<file path="config.mk">
export PLATFORM = sky130hd
export DESIGN_NAME = fft_frame_ctrl
export DESIGN_NICKNAME = d
export VERILOG_FILES = /design/src/rtl/fft_frame_ctrl.sv
export SDC_FILE = /design/constraint.sdc
export NUM_CORES = 1
export LEC_CHECK = 0
export ABC_AREA = 1
export CORE_MARGIN = 2
export CORE_UTILIZATION = 42
export CTS_CLUSTER_DIAMETER = 30
export DETAILED_ROUTE_END_ITERATION = 8
export GPL_ROUTABILITY_DRIVEN = 0
export GPL_TIMING_DRIVEN = 0
export PLACE_DENSITY = 0.75
export SYNTH_ARGS = -nofsm -noshare
export SYNTH_HDL_FRONTEND = slang
export SYNTH_SLANG_ARGS = --single-unit
export TNS_END_PERCENT = 50
</file>
<file path="constraint.sdc">
create_clock -name clk -period 1.9 [get_ports clk]
set_clock_uncertainty 0.1 [all_clocks]
set_input_delay 0.285 -clock clk [delete_from_list [all_inputs] [get_ports clk]]
set_output_delay 0.285 -clock clk [all_outputs]
set_load 0.02 [all_outputs]
</file>
<file path="src/rtl/fft_frame_ctrl.sv">
// fft_frame_ctrl: frames a continuous zero-padded sample stream into NFFT-point
// FFT frames, one frame per range bin, BIN_COUNT bins per pulse.
//
// Optional feature macro: FRAME_CHECK_EN. When defined, a data_valid drop
// mid-frame forces a zero-valued fft_last, returns to IDLE and sets the
// sticky frame_err output. When undefined, the frame_err port does not exist
// and the counters simply hold across data_valid gaps.
//
// Ports:
//   clk, rst            single clock, asynchronous active-high reset
//   data_in             BIT_WIDTH signed sample, padded zeros included
//   data_valid          sample valid (no backpressure)
//   BIN_COUNT           range bins per pulse (1..16, 0 treated as 1), latched at frame start
//   fft_ready           FFT core accepts data
//   fft_re / fft_im     sign-extended sample / constant zero imaginary part
//   fft_valid, fft_last sample valid / last point of frame (1-cycle latency)
//   bin_index           range bin of the current frame
//   pulse_done          one-cycle pulse after the last point of the last bin
//   overflow            sticky: a sample was presented while fft_ready was low
//   frame_err           (FRAME_CHECK_EN only) sticky: frame truncated by a gap
module fft_frame_ctrl #(
  parameter int unsigned BIT_WIDTH = 14,
  parameter int unsigned OUT_WIDTH = 16,
  parameter int unsigned NFFT      = 1024
) (
  input  logic                 clk,
  input  logic                 rst,
  input  logic [BIT_WIDTH-1:0] data_in,
  input  logic                 data_valid,
  input  logic [4:0]           BIN_COUNT,
  input  logic                 fft_ready,
  output logic [OUT_WIDTH-1:0] fft_re,
  output logic [OUT_WIDTH-1:0] fft_im,
  output logic                 fft_valid,
  output logic                 fft_last,
  output logic [3:0]           bin_index,
  output logic                 pulse_done,
`ifdef FRAME_CHECK_EN
  output logic                 frame_err,
`endif
  output logic                 overflow
);

  localparam int unsigned PW = $clog2(NFFT) + 1;

  // DONE emits pulse_done once; WAIT swallows trailing samples until data_valid drops
  typedef enum logic [1:0] {S_IDLE, S_RUN, S_DONE, S_WAIT} state_t;

  state_t               state_q, state_d;
  logic [PW-1:0]        point_q, point_d;
  logic [3:0]           bin_q, bin_d;
  logic [4:0]           bins_q, bins_d;
  logic [OUT_WIDTH-1:0] fft_re_q, fft_re_d;
  logic                 fft_valid_q, fft_valid_d;
  logic                 fft_last_q, fft_last_d;
  logic [3:0]           bin_index_q, bin_index_d;
  logic                 pulse_done_q, pulse_done_d;
  logic                 overflow_q, overflow_d;
  logic                 frame_err_q, frame_err_d;

  logic [4:0]           bin_count_eff;
  logic [4:0]           bins_now;
  logic                 accept;
  logic                 last_pt;
  logic                 last_bin;

  // Next-state and output computation
  always_comb begin
    state_d      = state_q;
    point_d      = point_q;
    bin_d        = bin_q;
    bins_d       = bins_q;
    fft_re_d     = '0;
    fft_valid_d  = 1'b0;
    fft_last_d   = 1'b0;
    bin_index_d  = bin_index_q;
    pulse_done_d = 1'b0;
    overflow_d   = overflow_q;
    frame_err_d  = frame_err_q;

    // 0 means one bin; values above 16 cannot be indexed by a 4-bit bin counter
    if (BIN_COUNT == 5'd0)       bin_count_eff = 5'd1;
    else if (BIN_COUNT > 5'd16)  bin_count_eff = 5'd16;
    else                         bin_count_eff = BIN_COUNT;

    // The frame-start sample must see the value being latched this cycle
    bins_now = (state_q == S_IDLE) ? bin_count_eff : bins_q;
    accept   = data_valid && (state_q == S_IDLE || state_q == S_RUN);
    last_pt  = (point_q == PW'(NFFT - 1));
    last_bin = ({1'b0, bin_q} == 5'(bins_now - 5'd1));

    case (state_q)
      S_IDLE: begin
        bins_d = bin_count_eff;
        if (data_valid) state_d = S_RUN;
      end
      S_RUN: begin
`ifdef FRAME_CHECK_EN
        // Truncate a gapped frame with a zero sample so the core still sees a boundary
        if (!data_valid && point_q != '0) begin
          fft_valid_d = 1'b1;
          fft_last_d  = 1'b1;
          bin_index_d = bin_q;
          frame_err_d = 1'b1;
          point_d     = '0;
          bin_d       = '0;
          state_d     = S_IDLE;
        end
`endif
      end
      S_DONE: begin
        pulse_done_d = 1'b1;
        bin_index_d  = '0;
        state_d      = data_valid ? S_WAIT : S_IDLE;
      end
      S_WAIT: begin
        if (!data_valid) state_d = S_IDLE;
      end
      default: state_d = S_IDLE;
    endcase

    if (accept) begin
      fft_valid_d = 1'b1;
      fft_re_d    = OUT_WIDTH'($signed(data_in));
      fft_last_d  = last_pt;
      bin_index_d = bin_q;
      // Sample is still counted when lost, keeping frame alignment
      if (!fft_ready) overflow_d = 1'b1;
      if (last_pt) begin
        point_d = '0;
        if (last_bin) begin
          bin_d   = '0;
          state_d = S_DONE;
        end else begin
          bin_d = 4'(bin_q + 4'd1);
        end
      end else begin
        point_d = PW'(point_q + PW'(1));
      end
    end
  end

  // State and output registers
  always_ff @(posedge clk or posedge rst) begin
    if (rst) begin
      state_q      <= S_IDLE;
      point_q      <= '0;
      bin_q        <= '0;
      bins_q       <= 5'd1;
      fft_re_q     <= '0;
      fft_valid_q  <= 1'b0;
      fft_last_q   <= 1'b0;
      bin_index_q  <= '0;
      pulse_done_q <= 1'b0;
      overflow_q   <= 1'b0;
      frame_err_q  <= 1'b0;
    end else begin
      state_q      <= state_d;
      point_q      <= point_d;
      bin_q        <= bin_d;
      bins_q       <= bins_d;
      fft_re_q     <= fft_re_d;
      fft_valid_q  <= fft_valid_d;
      fft_last_q   <= fft_last_d;
      bin_index_q  <= bin_index_d;
      pulse_done_q <= pulse_done_d;
      overflow_q   <= overflow_d;
      frame_err_q  <= frame_err_d;
    end
  end

  assign fft_re     = fft_re_q;
  assign fft_im     = '0;
  assign fft_valid  = fft_valid_q;
  assign fft_last   = fft_last_q;
  assign bin_index  = bin_index_q;
  assign pulse_done = pulse_done_q;
  assign overflow   = overflow_q;
`ifdef FRAME_CHECK_EN
  assign frame_err  = frame_err_q;
`else
  logic unused_frame_err;
  assign unused_frame_err = frame_err_q ^ frame_err_d;
`endif

endmodule

</file>
==> flow_summary.toml <==
[die]
die_height_um = 75.2
core_area_um2 = 4820
fp.dieArea_um2 = 5660
start_util = 0.442
num_rows = 25
io_pins = 63
fp.dieW_um = 75.2

[job]
drv_cap = 0

[setup_path]
crit_fanout = 4
cp_top_family = "simple AND/OR/NAND/NOR gates"
crit_path_start = "state_q[0]$_DFF_PP0_"
cp.required_ps = 1990
crit_path_top_delay_cell = "dfrtp_2"
cpMostUsedCell = "nor2_4"
timing.rr.start = "state_q[0]$_DFF_PP0_"
slowest_delay_ps = 440
critPathKind = "reg -> reg"
endpoint_kind = "flop"
critPathLaunchType = "flop"
path_cells = "nor2_4 -> nand3_2 -> nand2_2 -> inv_2 -> ha_4 -> xor2_1 -> nand2_1 -> nor2_2 -> nand3_4 -> nor2_4 -> nor2_1"
path_buf_inv = 1
critPathArrivalTime_ps = 2070

[logic_synthesis]
synthFlopType = "dfrtp_1"
netlist_top_cells_count = "nand2_1 (51), dfrtp_1 (43), inv_1 (43), nor2_1 (39), buf_4 (18)"
ys_top_cells_by_area = "dfrtp_1 (50%), nand2_1 (9.0%), inv_1 (7.6%)"
synth_top_area_frac = 0.505
synth_cell_type_count = 26
ys_ff_latch = 44
synth-async-reset-ratio = 1.00
synth_top_area_cell = "dfrtp_1"
syn_area_um2 = 2130
yosysSeqAreaShare = 0.517
syn_area_per_cell_um2 = 8.23
yosysMostFrequentCell = "nand2_1"
synthCells = 259
yosysWarnings = 0
synth_edf_count = 0

[global_routing]
grt_pass1_wl_um = 7130
grt_max_degree = 45
grt_overflow = 0
first_global_vias = 1648
antenna_found_initial = 0
grt_usage = 0.168

[placed_design]
port_buffers = 46
place_worst_setup_slack_ps = -532
place_hpwl_um = 3050

[clock_network]
path_clk_slew_ps = 80
htreeDepth = 2
cts_tree = "yes"
clock_sinks = 44
cts_root_buffer = "clkbuf_8"
numCtsBuffers = 5
clk_latency_ps = 290
ctsHoldBuffers = 0
clk_path_buf_depth = 2

[detailed_routing]
drtIter0Drc = 82
route.detailed.drc = 0
antenna_left = 0
finalWirelength_um = 4580
vias = 1761
wl_per_cell_um = 11.2
first_pass_iters = 4
viasPerCell = 4.31

[sta]
max_freq_ghz = 0.503
final.min_clock_period_ps = 1990
setup_viol = 5
fin_ws_ps = -87.3
tightest_slew_ps = 887
drv_slew = 0
setup-tns-final_ps = -312
post-route-period-util = 1.05
holdWs_ps = 348
hold_viol = 0
rsz0062_at_grt = "true"
slew_headroom = 0.408

[outcome]
outcome = "complete, but fails checks"
violations = "negative setup slack"

[cells_and_area]
fill_cells = 442
nNetsFinal = 367
syn2layout_area_growth_pct = 41.2
drive_gt1_frac = 0.208
diodes = 0

[hold_path]
holdCritStartpoint = "BIN_COUNT[1]"
hp-class = "in -> reg"

[pwr]
powerDensity_nw_per_um2 = 733
leakagePower_nw = 1.58
ir_worst_vdd_mv = 0.532
[power breakdown]
| group | leakage, nW | total (mW) | internal (mW) | switching, mW |
|---|---|---|---|---|
| clock network | 0.0455 | 0.590 | 0.296 | 0.294 |
| logic | 0.990 | 0.508 | 0.232 | 0.276 |
| registers | 0.548 | 1.11 | 1.04 | 0.0727 |
| total | 1.58 | 2.21 | 1.56 | 0.642 |
[cell families after synthesis]
family / synth area share
xor gates and xnor gates: 0.0288
DFF: 0.517
and+or+nand+nor: 0.234
other: 0.00176
AOI/OAI and AO/OA: 0.0464
adders and majority gates: 0.0176
buffers and inverters: 0.154
[per-layer routing]
| metal | wire length, um | vias to the layer above | part of all wire | GRT usage |
|---|---|---|---|---|
| met5 | 0 | - | 0 | 0 |
| met4 | 42 | 0 | 0.0092 | 0.0331 |
| met3 | 292 | 6 | 0.064 | 0.0669 |
| met2 | 2360 | 43 | 0.52 | 0.294 |
| met1 | 1880 | 799 | 0.41 | 0.198 |
| li1 | - | 913 | - | - |
[state kept, by name (all words and copies together) (netlist names)]
signal      count
state_q         2
fft_re         14
bins_q          5
overflow        1
bin_index       4
fft_last        1
fft_valid       1
point_q        11
bin_q           4
pulse_done      1
[per-stage QoR]
| stage | cell area, um2 | power [mW] | utilization | instances |
|---|---|---|---|---|
| final | 3010 | 2.21 | 0.625 | 409 |
| after CTS | 2950 | 2.20 | 0.612 | 406 |
| after global placement | 2730 | 1.57 | 0.567 | 387 |
| after floorplan | 2190 | 1.43 | - | 274 |
| after detailed placement | 2730 | 1.58 | 0.567 | 387 |
| after global routing | 3010 | 2.35 | 0.625 | 409 |
[cells in the final DEF (no fill, tap or decap), types with 6 or more instances in the layout]
master / synthesis / final
nand3_1: 16 / 13
inv_1: 43 / 39
inv_2: 5 / 9
buf_4: 18 / 32
conb_1: 1 / 16
nor2_1: 39 / 36
clkbuf_8: 0 / 6
dfrtp_1: 43 / 41
nand2_1: 51 / 46
clkdlybuf4s50_1: 0 / 43
nand2_2: 2 / 6
[area by class of cell]
| class | count | area [um2] | area share |
|---|---|---|---|
| timing repair buffer | 60 | 569 | 0.189 |
| sequential | 44 | 1100 | 0.367 |
| inverter | 48 | 180 | 0.0599 |
| tap | 67 | 83.8 | 0.0279 |
| buffer | 21 | 149 | 0.0495 |
| clock buffer | 8 | 90.1 | 0.0299 |
| multi-input combinational | 161 | 832 | 0.277 |
[tightest hold or removal path, cell delays in order]
cell            delay, ps
dlymetal6s2s_1        130
nand3_2                90
nand2_2               100
buf_4                 100
[worst paths after layout]
check | end | slack (ps) | depth (start not counted)
max | state_q[0]$_DFF_PP0_ | -90 | 11
min | bins_q[1]$_DFF_PP0_ | 350 | 4
max reg2reg | state_q[0]$_DFF_PP0_ | -90 | 11
min reg2reg | overflow$_DFFE_PP0P_ | 390 | 1
max in group asynchronous | state_q[1]$_DFF_PP0_ | 680 | 2
min in group asynchronous | fft_re[2]$_DFF_PP0_ | 410 | 2
[repair_timing]
action,4_1_cts,5_1_grt
buffers inserted,11,3
hold endpoints to repair,0,0
setup endpoints to repair,6,11
resized for setup,13,15
pin swaps,12,14
No activity file was read; power rests on OpenSTA's default activity.
